File: config.mk
export PLATFORM = sky130hd
export DESIGN_NAME = aidc_lite_blk_packer_flat
export DESIGN_NICKNAME = d
export VERILOG_FILES = /design/src/rtl/aidc_lite_blk_packer_pkg.sv /design/src/rtl/aidc_lite_blk_packer_if.sv /design/src/rtl/aidc_lite_blk_buf.sv /design/src/rtl/aidc_lite_blk_packer.sv /design/src/flat_wrapper.sv
export SDC_FILE = /design/constraint.sdc
export NUM_CORES = 1
export LEC_CHECK = 0
export BUFFER_PORTS_ARGS = -buffer_cell sky130_fd_sc_hd__buf_4
export CAP_MARGIN = 5
export CELL_PAD_IN_SITES_DETAIL_PLACEMENT = 0
export CELL_PAD_IN_SITES_GLOBAL_PLACEMENT = 1
export CORE_AREA = 2 2 260 326
export CTS_BUF_LIST = sky130_fd_sc_hd__clkbuf_8
export CTS_CLUSTER_DIAMETER = 150
export DETAILED_ROUTE_END_ITERATION = 8
export DIE_AREA = 0 0 262 328
export GPL_ROUTABILITY_DRIVEN = 0
export PLACE_DENSITY = 0.88
export SLEW_MARGIN = 20
export SYNTH_ARGS = -nofsm -noshare
export SYNTH_HDL_FRONTEND = slang
export SYNTH_SLANG_ARGS = --single-unit
File: constraint.sdc
create_clock -name clk -period 5.8 [get_ports clk]
set_input_delay 0.87 -clock clk [delete_from_list [all_inputs] [get_ports clk]]
set_output_delay 0.87 -clock clk [all_outputs]
set_load 0.01 [all_outputs]
File: src/rtl/aidc_lite_blk_packer_pkg.sv
// rtl/aidc_lite_blk_packer_pkg.sv - shared constants, state type and word check for the block packer
package aidc_lite_pkg;

   localparam int BLK_WORDS  = 32;
   localparam int PACK_WORDS = 16;
   localparam int DATA_W     = 32;
   localparam int HALF_W     = DATA_W / 2;

   typedef enum logic {
      S_FILL  = 1'b0,
      S_DRAIN = 1'b1
   } state_t;

   // True when the word is fully described by its low half (upper half is sign fill).
   function automatic logic is_small(input logic [DATA_W-1:0] word);
      return word[DATA_W-1:HALF_W] == {HALF_W{word[HALF_W-1]}};
   endfunction

endpackage

File: src/rtl/aidc_lite_blk_packer_if.sv
// rtl/aidc_lite_blk_packer_if.sv - output word stream from the packer to the write-back path
interface aidc_lite_blk_packer_if;
   import aidc_lite_pkg::*;

   logic              out_valid_o;
   logic              out_ready_i;
   logic [DATA_W-1:0] out_data_o;
   logic              out_last_o;
   logic              comp_ok_o;
   logic [5:0]        out_beats_o;

   modport master (
      output out_valid_o,
      input  out_ready_i,
      output out_data_o,
      output out_last_o,
      output comp_ok_o,
      output out_beats_o
   );

   modport slave (
      input  out_valid_o,
      output out_ready_i,
      input  out_data_o,
      input  out_last_o,
      input  comp_ok_o,
      input  out_beats_o
   );

endinterface

File: src/rtl/aidc_lite_blk_buf.sv
// rtl/aidc_lite_blk_buf.sv - 32-word block store, one write port and an even/odd read pair
module aidc_lite_blk_buf
   import aidc_lite_pkg::*;
(
   input  logic              clk,
   input  logic              wr_en,
   input  logic [4:0]        wr_idx,
   input  logic [DATA_W-1:0] wr_data,
   input  logic [4:0]        rd_idx_a,
   input  logic [4:0]        rd_idx_b,
   output logic [DATA_W-1:0] rd_data_a,
   output logic [DATA_W-1:0] rd_data_b
);

   logic [DATA_W-1:0] mem [BLK_WORDS];

   // Contents are only read after a full block has been written, so no reset is needed.
   always_ff @(posedge clk) begin
      if (wr_en) begin
         mem[wr_idx] <= wr_data;
      end
   end

   assign rd_data_a = mem[rd_idx_a];
   assign rd_data_b = mem[rd_idx_b];

endmodule

File: src/rtl/aidc_lite_blk_packer.sv
// rtl/aidc_lite_blk_packer.sv - captures a 128B block, tests it for 16-bit packability, streams packed or raw words
module aidc_lite_blk_packer
   import aidc_lite_pkg::*;
(
   input  logic                  clk,
   input  logic                  rst_n,
   input  logic                  buf_wren_i,
   input  logic [DATA_W-1:0]     buf_wdata_i,
   input  logic                  blk_ready_i,
   input  logic                  clear_i,
   output logic                  err_o,
   aidc_lite_blk_packer_if.master out_if
);

   state_t      state_q, state_d;
   logic [5:0]  wr_cnt_q, wr_cnt_d;
   logic [5:0]  rd_cnt_q, rd_cnt_d;
   logic        ok_acc_q, ok_acc_d;
   logic        comp_ok_q, comp_ok_d;
   logic        err_q, err_d;

   logic              buf_we;
   logic [5:0]        fill_cnt;
   logic              fill_ok;
   logic              draining;
   logic              is_last;
   logic [5:0]        beats;
   logic [4:0]        pair_idx;
   logic [DATA_W-1:0] rd_a, rd_b;

   assign draining = (state_q == S_DRAIN);
   assign beats    = comp_ok_q ? 6'(PACK_WORDS) : 6'(BLK_WORDS);
   assign is_last  = (rd_cnt_q == beats - 6'd1);

   // Both modes read an even/odd pair: packed beat k uses words 2k/2k+1, raw beat k picks from pair k/2.
   assign pair_idx = comp_ok_q ? {rd_cnt_q[3:0], 1'b0} : {rd_cnt_q[4:1], 1'b0};

   aidc_lite_blk_buf u_buf (
      .clk       (clk),
      .wr_en     (buf_we),
      .wr_idx    (wr_cnt_q[4:0]),
      .wr_data   (buf_wdata_i),
      .rd_idx_a  (pair_idx),
      .rd_idx_b  (pair_idx | 5'd1),
      .rd_data_a (rd_a),
      .rd_data_b (rd_b)
   );

   always_ff @(posedge clk or negedge rst_n) begin
      if (!rst_n) begin
         state_q   <= S_FILL;
         wr_cnt_q  <= '0;
         rd_cnt_q  <= '0;
         ok_acc_q  <= 1'b1;
         comp_ok_q <= 1'b0;
         err_q     <= 1'b0;
      end else begin
         state_q   <= state_d;
         wr_cnt_q  <= wr_cnt_d;
         rd_cnt_q  <= rd_cnt_d;
         ok_acc_q  <= ok_acc_d;
         comp_ok_q <= comp_ok_d;
         err_q     <= err_d;
      end
   end

   always_comb begin
      state_d   = state_q;
      wr_cnt_d  = wr_cnt_q;
      rd_cnt_d  = rd_cnt_q;
      ok_acc_d  = ok_acc_q;
      comp_ok_d = comp_ok_q;
      err_d     = err_q;
      buf_we    = 1'b0;
      fill_cnt  = wr_cnt_q;
      fill_ok   = ok_acc_q;

      case (state_q)
         S_FILL: begin
            if (buf_wren_i) begin
               if (wr_cnt_q == 6'(BLK_WORDS)) begin
                  err_d = 1'b1;
               end else begin
                  buf_we = 1'b1;
               end
            end
            // blk_ready sees the count and flag including a same-cycle write.
            fill_cnt = wr_cnt_q + {5'd0, buf_we};
            fill_ok  = ok_acc_q & (~buf_we | is_small(buf_wdata_i));
            wr_cnt_d = fill_cnt;
            ok_acc_d = fill_ok;
            if (blk_ready_i) begin
               if (fill_cnt == 6'(BLK_WORDS)) begin
                  comp_ok_d = fill_ok;
                  rd_cnt_d  = '0;
                  state_d   = S_DRAIN;
               end else begin
                  err_d    = 1'b1;
                  wr_cnt_d = '0;
                  ok_acc_d = 1'b1;
               end
            end
         end
         S_DRAIN: begin
            if (buf_wren_i || blk_ready_i) begin
               err_d = 1'b1;
            end
            if (out_if.out_ready_i) begin
               if (is_last) begin
                  state_d  = S_FILL;
                  wr_cnt_d = '0;
                  rd_cnt_d = '0;
                  ok_acc_d = 1'b1;
               end else begin
                  rd_cnt_d = rd_cnt_q + 6'd1;
               end
            end
         end
         default: begin
            state_d = S_FILL;
         end
      endcase

      if (clear_i) begin
         state_d  = S_FILL;
         wr_cnt_d = '0;
         rd_cnt_d = '0;
         ok_acc_d = 1'b1;
         err_d    = 1'b0;
         buf_we   = 1'b0;
      end
   end

   // Outputs derive from registered state, so an asynchronous reset clears them at once.
   always_comb begin
      out_if.out_data_o = '0;
      if (draining) begin
         if (comp_ok_q) begin
            out_if.out_data_o = {rd_b[HALF_W-1:0], rd_a[HALF_W-1:0]};
         end else begin
            out_if.out_data_o = rd_cnt_q[0] ? rd_b : rd_a;
         end
      end
   end

   assign out_if.out_valid_o = draining;
   assign out_if.out_last_o  = draining & is_last;
   assign out_if.comp_ok_o   = draining & comp_ok_q;
   assign out_if.out_beats_o = draining ? beats : 6'd0;
   assign err_o              = err_q;

endmodule

File: src/flat_wrapper.sv
// flat-port wrapper written by rule: the top's interface ports become plain ports
module aidc_lite_blk_packer_flat import aidc_lite_pkg::*;
  (clk, rst_n, buf_wren_i, buf_wdata_i, blk_ready_i, clear_i, err_o, out_if_out_valid_o, out_if_out_ready_i, out_if_out_data_o, out_if_out_last_o, out_if_comp_ok_o, out_if_out_beats_o);
  aidc_lite_blk_packer_if out_if_i ();
  input  logic clk;
  input  logic rst_n;
  input  logic buf_wren_i;
  input  logic [DATA_W-1:0] buf_wdata_i;
  input  logic blk_ready_i;
  input  logic clear_i;
  output logic err_o;
  output wire logic [$bits(out_if_i.out_valid_o)-1:0] out_if_out_valid_o;
  input wire logic [$bits(out_if_i.out_ready_i)-1:0] out_if_out_ready_i;
  output wire logic [$bits(out_if_i.out_data_o)-1:0] out_if_out_data_o;
  output wire logic [$bits(out_if_i.out_last_o)-1:0] out_if_out_last_o;
  output wire logic [$bits(out_if_i.comp_ok_o)-1:0] out_if_comp_ok_o;
  output wire logic [$bits(out_if_i.out_beats_o)-1:0] out_if_out_beats_o;
  assign out_if_out_valid_o = out_if_i.out_valid_o;
  assign out_if_i.out_ready_i = out_if_out_ready_i;
  assign out_if_out_data_o = out_if_i.out_data_o;
  assign out_if_out_last_o = out_if_i.out_last_o;
  assign out_if_comp_ok_o = out_if_i.comp_ok_o;
  assign out_if_out_beats_o = out_if_i.out_beats_o;
  aidc_lite_blk_packer u_core (.clk(clk), .rst_n(rst_n), .buf_wren_i(buf_wren_i), .buf_wdata_i(buf_wdata_i), .blk_ready_i(blk_ready_i), .clear_i(clear_i), .err_o(err_o), .out_if(out_if_i));
endmodule
After elaboration in Yosys (flattened, before gate mapping) --
Memory sizes are Yosys's and may differ from the RTL's. Index checks and enable logic that the tools add are counted.
Operators by class: $add $sub $neg 3, equality and inequality tests 9, muxes and demuxes 44, bitwise logic cells 6, reduce and logical (&&, ||, !) cells 4
Operators by type and width (number):
- two-way mux 32 bit | 3
- two-way mux 6 bit | 12
- case mux 6 bit (2 select lines) | 2
- two-way mux 1 bit | 23
- == test 16 bit | 1
- == test 6 bit, second input constant | 2
- inequality test 3 bit, second input constant | 4
- adder 6 x 1 -> 6 bit | 1
- adder 6 x 1 -> 6 bit, second input constant | 1
- == test 6 bit | 1
- case mux 1 bit (2 select lines) | 3
- AND reduction 3 bit | 2
- subtractor 6 x 1 -> 6 bit, second input constant | 1
- two-way mux 5 bit | 1
- AND 1 bit | 3
- inequality test 3 x 2 -> 1 bit, second input constant | 1
- NOT 1 bit | 2
- AND reduction 2 bit | 1
- logical OR 1 bit | 1
- bitwise OR 1 bit | 1
Word-level totals: bits in registers 16, RAM bits 1024, output and inout bits 42, word-level logic and storage cells 73, memories kept 1
Memory list:
- u_core.u_buf.mem | depth 32, width 32, read ports 2, clocked after memory_dff 0, wr ports 1, RTL line aidc_lite_blk_buf.sv:15 | logic [DATA_W-1:0] mem [BLK_WORDS];

Longest topological paths before layout --
Gate-level depths: netlist of the first run.
word-level depth 11, gate-level depth with buffers 12, mapped depth without buffers 11

Cells and area by module --
Synthesis of the first run repeated with hierarchy kept, for this count alone.
Second synthesis, totals: cells, all modules 3649, area total of the unflattened synthesis 50567.2 um2
By module, submodules not included:
- aidc_lite_blk_buf | instances 1, cells an instance 3386, area an instance 48789.3 um2, seq. area each 30749.5 um2
- aidc_lite_blk_packer | instances 1, cells an instance 263, area an instance 1778.0 um2, seq. area each 401.6 um2

Least setup slack after synthesis of the first run --
Ideal clock, no wire load.
path kind in2reg, start point input port buf_wren_i, end point memory u_core.u_buf.mem[24][0], enable pin, arrival time 3.164 ns, required time 5.379 ns, slack 2.214 ns, stages 4, path buffers 0, path through a21boi_0 -> nor4b_1 -> nand3_1 -> nor2_1
Between the ends: cells in the longest elaborated chain, start to end 6
RTL lines:
- from (decl) | RTL line flat_wrapper.sv:7 | input logic buf_wren_i;
- two-way mux 1 bit | RTL line aidc_lite_blk_packer.sv:80 | if (buf_wren_i) begin
- two-way mux 1 bit (2 in a row) | RTL line aidc_lite_blk_packer.sv:78 | case (state_q)
- two-way mux 1 bit | RTL line aidc_lite_blk_packer.sv:124 | if (clear_i) begin
- two-way mux 1 bit | RTL line aidc_lite_blk_buf.sv:19 | if (wr_en) begin
- two-way mux 1 bit (implied by the code) | RTL line aidc_lite_blk_buf.sv:20 | mem[wr_idx] <= wr_data;
- to (decl) | RTL line aidc_lite_blk_buf.sv:15
Every way passes these cells. The select of a mux whose other input is x is not followed.

Worst setup path after layout of the first run --
start point register u_core.rd_cnt_q[2], end point output port out_if_out_data_o[23]
Between the ends: cells in the longest elaborated chain, start to end 5
RTL lines:
- from (decl) | RTL line aidc_lite_blk_packer.sv:17 | logic [5:0] rd_cnt_q, rd_cnt_d;
- from (signal assigned) | RTL line aidc_lite_blk_packer.sv:60 | rd_cnt_q <= rd_cnt_d;
- two-way mux 5 bit * | RTL line aidc_lite_blk_packer.sv:36 | assign pair_idx = comp_ok_q ? {rd_cnt_q[3:0], 1'b0} : {rd_cnt_q[4:1], 1'b0};
- memory read (32 x 32 bit) *
- two-way mux 32 bit | RTL line aidc_lite_blk_packer.sv:141 | out_if.out_data_o = rd_cnt_q[0] ? rd_b : rd_a;
- two-way mux 32 bit * | RTL line aidc_lite_blk_packer.sv:138 | if (comp_ok_q) begin
- two-way mux 32 bit * | RTL line aidc_lite_blk_packer.sv:137 | if (draining) begin
- to (decl) | RTL line flat_wrapper.sv:14 | output wire logic [$bits(out_if_i.out_data_o)-1:0] out_if_out_data_o;
Mark *: on every way between the ends. The rest lies on a longest branch, timed or not.

==> results.sh, run 1 <==
export IMPL_swShare_pct=27.16
export IMPL_p_sw_mw=4.360
export IMPL_synth_edf_count=1024
export IMPL_dpl_cell_area_um2=49180
export IMPL_syn_mean_instance_area_um2=14.60
export IMPL_grtUsageTotal_pct=33.80
export IMPL_cts_buffers=156
export IMPL_finalSetupViolCount=0
export IMPL_power_density_nw_per_um2=308.3
export IMPL_pin_count=80
export IMPL_num_nets_final=3363
export IMPL_hold_path_class="in2reg"
export IMPL_rsz0062_at_grt="false"
export IMPL_seq_power_share_pct=51.9
export IMPL_cp_endpoint="out_if_out_data_o[23]"
export IMPL_rrSetupSlack_ns=1.54
export IMPL_cts_tree="built"
export IMPL_drv_cap=0
export IMPL_crit_type="reg2out"
export IMPL_status="finished, final reports clean"
export IMPL_htreeDepth=4
export IMPL_area_delta_synth_final_pct=9.349
export IMPL_crit_start="u_core.rd_cnt_q[2]$_DFFE_PN0P_"
export IMPL_vias=32550
export IMPL_drc_errors=0
export IMPL_r2r_start="u_core.wr_cnt_q[1]$_DFFE_PN0P_"
export IMPL_antenna_found_initial=5
export IMPL_finalSetupTns_ns=0
export IMPL_wl_per_cell_um=32.02
export IMPL_ys_types=85
export IMPL_period_minus_slack_ns=5.619
export IMPL_drt_total_wl_um=145000
export IMPL_clock_latency_ns=0.83
export IMPL_grt_pass1_vias=32530
export IMPL_stdcell_area_um2=52070
export IMPL_drtIter0Drc=4516
export IMPL_ys_seq_area_share_pct=65.42
export IMPL_die_h_um=328
export IMPL_synth_seq_cells=1040
export IMPL_drtAntennaViolNets=0
export IMPL_power_leakage_nw=16.22
export IMPL_start_util_pct=57.60
export IMPL_utilization_pct=62.98
export IMPL_ir_drop_uv=254.3
export IMPL_ys_warnings_count=0
export IMPL_r2r_cells=7
export IMPL_path_clk_slew_ns=0.07
export IMPL_worstSetupEndpointType="output port"
export IMPL_arrival_ns=4.75
export IMPL_grt_pass1_wl_um=210100
export IMPL_placementRows=118
export IMPL_slew_headroom_pct=16.72
export IMPL_core_area_um2=82680
export IMPL_die_w_um=262
export IMPL_dieArea_um2=85940
export IMPL_fin_crit_sh_pct=96.88
export IMPL_synth_flop_cell="edfxtp_1"
export IMPL_synth_area_um2=47620
export IMPL_cp_required_ns=4.93
export IMPL_dr_pass1_iters=6
export IMPL_power_frac_clock_pct=35.1
export IMPL_cts_max_path_buffers=3
export IMPL_syn_inst=3261
export IMPL_cts_root_buffer="clkbuf_8"
export IMPL_internal_power_mw=11.69
export IMPL_numPortBuffers=75
export IMPL_drive_gt1_share_pct=18.78
export IMPL_timing_rr_end="u_core.u_buf.mem[24][20]$_DFFE_PP_"
export IMPL_fmax_mhz=178.0
export IMPL_place_hpwl_um=85030
export IMPL_setup_worst_path_start_class="register"
export IMPL_drv_slew=0
export IMPL_n_fill_cell=5889
export IMPL_final_cell_mix="edfxtp_1 (1024), mux2i_1 (253), buf_4 (172)"
export IMPL_crit_path_max_fanout=62
export IMPL_hold_viol_final=0
export IMPL_clock_skew_ns=0.02851
export IMPL_cts_sinks=1040
export IMPL_overflow=0
export IMPL_p_comb_share_pct=13.0
export IMPL_via_per_inst=7.186
export IMPL_cts_setup_buffers=0
export IMPL_postSynth_asyncResetShare_pct=1.538
export IMPL_grt_max_degree=131
export IMPL_layout_commonest_cell="edfxtp_1"
export IMPL_worst_slew_pin_slew_ns=1.246
metal layers:
layer | GRT usage [%] | vias to the layer above | wire length (um)
met5 | 0 | - | 13
met4 | 23.34 | 2 | 11010
met3 | 8.488 | 645 | 16520
met2 | 53.16 | 2399 | 68760
met1 | 41.09 | 16160 | 48730
li1 | - | 13340 | -
state kept, by name, indices dropped and copies added, names as in the netlist:
register,count
u_core.wr_cnt_q,6
u_core.comp_ok_q,1
u_core.rd_cnt_q,6
u_core.out_if.out_valid_o,1
u_core.err_o,1
u_core.ok_acc_q,1
u_core.u_buf.mem,1024
critical path, stage by stage, from the launching register on:
cell and delay [ns]:
dfrtp_4 0.82, mux2_4 0.96, mux2i_1 0.25, mux4_2 0.57
a21oi_1 0.16, o21ai_0 0.39, a21oi_1 0.46, buf_4 0.20
cell usage after synthesis, types with 15 or more instances:
cell type     n  share of area (%)
a21oi_1     130                1.4
nand3_1      23               0.24
o31ai_1      16               0.25
a22o_1       17               0.31
edfxtp_1   1024                 65
nor2b_1      54               0.71
o211ai_1     48               0.76
buf_4        45               0.71
clkbuf_1     60               0.47
dfrtp_1      15               0.79
nor3_1       59               0.62
nand2_1     158                1.2
mux4_2       83                3.9
mux2i_1     255                5.4
a2111oi_0    34               0.63
nor2_1      174                1.4
o221ai_1    102                1.9
buf_6        30               0.71
o22ai_1     109                1.4
o21a_1       34               0.54
buf_2       140                1.5
a211oi_1     68                1.1
o21ai_0     169                1.8
a221oi_1     26               0.48
a2bb2oi_1    35               0.64
mux2_2       97                2.3
timing repair:
item / 4_1_cts / 5_1_grt
gates resized for setup: 0 / 2
hold buffers: 1 / 0
endpoints found under the hold margin: 15 / 0
setup endpoints to repair: 0 / 2
metrics by stage:
stage	cells	setup WS [ns]	hold slack (ns)	total power, mW
2_1_floorplan	3264	2.214	0.4691	9.904
3_3_place_gp	4243	1.068	0.4951	10.45
3_5_place_dp	4243	0.9108	0.4988	10.51
4_1_cts	4526	0.003540	0.2486	16.03
5_1_grt	4528	0.1178	0.2698	16.51
6_report	4529	0.1812	0.2921	16.05
power groups by stage:
stage	Combinational [mW]	Clock (mW)	Sequential, mW
after CTS	2.03	5.66	8.33
after detailed placement	2.02	0	8.49
final	2.09	5.63	8.33
after global routing	2.20	5.97	8.33
after global placement	1.97	0	8.49
after floorplan	1.46	0	8.45
worst min-delay path by stage:
stage | slack, ns | endpoint | cells past startpoint | startpoint
2_1_floorplan | 0.47 | u_core.rd_cnt_q[5]$_DFFE_PN0P_ | 1 | u_core.rd_cnt_q[5]$_DFFE_PN0P_
3_3_place_gp | 0.50 | u_core.rd_cnt_q[5]$_DFFE_PN0P_ | 1 | u_core.rd_cnt_q[5]$_DFFE_PN0P_
3_5_place_dp | 0.50 | u_core.ok_acc_q$_DFFE_PN1P_ | 2 | u_core.ok_acc_q$_DFFE_PN1P_
4_1_cts | 0.25 | u_core.out_if.out_valid_o$_DFF_PN0_ | 2 | clear_i
5_1_grt | 0.27 | u_core.out_if.out_valid_o$_DFF_PN0_ | 2 | clear_i
6_report | 0.29 | u_core.out_if.out_valid_o$_DFF_PN0_ | 2 | clear_i
kinds of logic (layout without fill, tap and decap cells):
kind of cell / count (synthesis) / after routing / synth area share [%]
flops: 1040 / 1040 / 65.42
xor+xnor: 4 / 4 / 0.07358
simple gates: 534 / 534 / 5.132
compound gates: 937 / 937 / 13.91
mux: 438 / 438 / 11.69
buf+inv: 304 / 486 / 3.697
other cells: 1 / 7 / 0.007875
fa+ha+maj: 3 / 3 / 0.07883
layout make-up:
cell class	count	area (um^2)	share of cell area (%)
sequential	1040	31170	59.86
multi-input combinational	1920	15030	28.86
clock buffer	157	2161	4.150
timing repair buffer	187	1582	3.037
tap	1080	1351	2.595
clock inverter	125	703.2	1.350
inverter	17	71.32	0.1370
antenna	3	7.507	0.01442
No activity file was read; power rests on OpenSTA's default activity.
==> inputs of run 2 (changes only) <==
==> constraint.sdc (replaced) <==
create_clock -name clk -period 5.8 [get_ports clk]
set_input_delay 0.58 -clock clk [delete_from_list [all_inputs] [get_ports clk]]
set_output_delay 0.58 -clock clk [all_outputs]
set_load 0.01 [all_outputs]
==> run 2 against run 1 <==
Against the previous run: final area rose by 0.20%; worst hold slack got worse by 0.22 ns; fmax rose by 3.6%; combinational power barely moved; total power rose by 0.54%; non-clock buffer count rose by 5; largest power group unchanged; register-to-register slack got worse by 0.05 ns.
==> results.sh, run 2 (same netlist as run 1, synthesis figures left out) <==
export IMPL_status="finished, final reports clean"
export IMPL_num_nets_final=3370
export IMPL_antenna_found_initial=4
export IMPL_cts_setup_buffers=0
export IMPL_die_w_um=262
export IMPL_via_per_inst=7.193
export IMPL_finalSetupTns_ns=0
export IMPL_hold_buffers=3
export IMPL_post_cts_resized=0
export IMPL_cts_max_path_buffers=3
export IMPL_critPathBufInv=2
export IMPL_start_util_pct=57.60
export IMPL_top_register="u_core.u_buf.mem"
export IMPL_dp_slack_ns=1.326
export IMPL_path_clk_slew_ns=0.06
export IMPL_vias=32590
export IMPL_ir_drop_uv=322.7
export IMPL_layout_commonest_cell="edfxtp_1"
export IMPL_crit_type="reg2out"
export IMPL_r2r_start="u_core.wr_cnt_q[1]$_DFFE_PN0P_"
export IMPL_stdcell_count=4530
export IMPL_fin_crit_sh_pct=93.49
export IMPL_timing_rr_end="u_core.u_buf.mem[0][20]$_DFFE_PP_"
export IMPL_cp_slowest_cell="dfrtp_4"
export IMPL_finalSetupViolCount=0
export IMPL_drv_slew=0
export IMPL_dr_pass1_iters=6
export IMPL_cts_tree="built"
export IMPL_fmax_mhz=184.4
export IMPL_grt_pass1_vias=32360
export IMPL_placementRows=118
export IMPL_place_hpwl_um=84500
export IMPL_dieArea_um2=85940
export IMPL_numPortBuffers=75
export IMPL_arrival_ns=4.84
export IMPL_crit_family="compound AO/OA/AOI/OAI gates"
export IMPL_grtUsageTotal_pct=34.12
export IMPL_cp_required_ns=5.22
export IMPL_rsz0062_at_grt="false"
export IMPL_cts_sinks=1040
export IMPL_cts_root_buffer="clkbuf_8"
export IMPL_grt_pass1_wl_um=211500
export IMPL_grt_max_degree=151
export IMPL_worst_slew_pin_slew_ns=1.113
export IMPL_dp_cells=4246
export IMPL_drt_total_wl_um=146600
export IMPL_worstSetupEndpointType="output port"
export IMPL_top_regs="u_core.u_buf.mem: 1024 flops, u_core.rd_cnt_q: 6 flops, u_core.wr_cnt_q: 6 flops"
export IMPL_cts_buffers=158
export IMPL_min_to="u_core.rd_cnt_q[3]$_DFFE_PN0P_"
export IMPL_drc_errors=0
export IMPL_area_delta_synth_final_pct=9.564
export IMPL_r2r_cells=7
export IMPL_pin_count=80
export IMPL_clock_skew_ns=0.04204
export IMPL_min_delay_start="out_if_out_ready_i"
export IMPL_drv_cap=0
export IMPL_crit_top_cell="buf_4"
export IMPL_core_area_um2=82680
export IMPL_clock_latency_ns=0.84
export IMPL_drtIter0Drc=4599
export IMPL_drive_gt1_share_pct=18.86
export IMPL_htreeDepth=4
export IMPL_final_cell_mix="edfxtp_1 (1024), mux2i_1 (253), buf_4 (172)"
export IMPL_critPathMaxStageDelay_ns=0.91
export IMPL_rrSetupSlack_ns=1.49
export IMPL_crit_chain="buf_4, nand2b_1, o211ai_1, o21a_1, a2111oi_0, o31ai_1, o32ai_1, buf_4"
export IMPL_overflow=0
export IMPL_hold_ws_ns=0.06715
export IMPL_die_h_um=328
export IMPL_drtAntennaViolNets=0
export IMPL_wl_per_cell_um=32.37
export IMPL_crit_path_max_fanout=50
export IMPL_power_leakage_nw=16.21
export IMPL_setup_slack_ns=0.3779
export IMPL_hold_viol_final=0
export IMPL_setup_worst_path_start_class="register"
export IMPL_largest_reg_flops=1024
export IMPL_hold_path_class="in2reg"
export IMPL_hold_depth=3
export IMPL_power_density_nw_per_um2=309.3
export IMPL_slew_headroom_pct=25.62
export IMPL_period_minus_slack_ns=5.422
## run 2: worst max-delay path by stage
| stage | from | cells past startpoint | to |
|---|---|---|---|
| 6_report | u_core.rd_cnt_q[1]$_DFFE_PN0P_ | 8 | out_if_out_data_o[18] |
| 2_1_floorplan | u_core.wr_cnt_q[1]$_DFFE_PN0P_ | 7 | u_core.u_buf.mem[24][0]$_DFFE_PP_ |
| 4_1_cts | u_core.comp_ok_q$_DFFE_PN0P_ | 9 | out_if_out_data_o[23] |
| 3_5_place_dp | u_core.comp_ok_q$_DFFE_PN0P_ | 9 | out_if_out_data_o[23] |
| 3_3_place_gp | u_core.comp_ok_q$_DFFE_PN0P_ | 9 | out_if_out_data_o[23] |
| 5_1_grt | u_core.comp_ok_q$_DFFE_PN0P_ | 9 | out_if_out_data_o[23] |
## run 2: metal layers
layer	global-route usage [%]	share of wire (%)	vias up
met5	0	0.0095	-
met4	21.25	7.0	2
met3	7.461	11	567
met2	53.91	47	2459
met1	43.03	35	16220
li1	-	-	13340
## run 2: final cells by class
class / instances / area (um^2)
flip-flops and latches: 1040 / 31170
fillers: 5906 / 30510
multi-input cells: 1920 / 15020
clock buffers: 162 / 2230
repair buffers: 192 / 1662
well taps: 1080 / 1351
clock inverters: 116 / 664.4
inverters: 17 / 71.32
diodes: 3 / 7.507
## run 2: through the flow
stage	total power, mW	util [%]	area [um^2]
floorplan	9.904	-	47630
global placement	10.45	59.55	49230
detailed placement	10.53	59.55	49230
CTS	16.08	63.08	52160
global route	16.59	63.10	52170
finish	16.14	63.10	52170
## run 2: where the power goes
group / leakage (nW) / internal (mW) / total, mW / switching, mW
registers: 9.42 / 8.28 / 8.34 / 0.0597
logic: 5.17 / 0.682 / 2.11 / 1.43
clock network: 1.63 / 2.80 / 5.69 / 2.90
total: 16.2 / 11.8 / 16.1 / 4.38
## run 2: worst min-delay path: stages
cell and delay (ns):
buf_4 0.14, nand3_1 0.06, o21ai_0 0.06
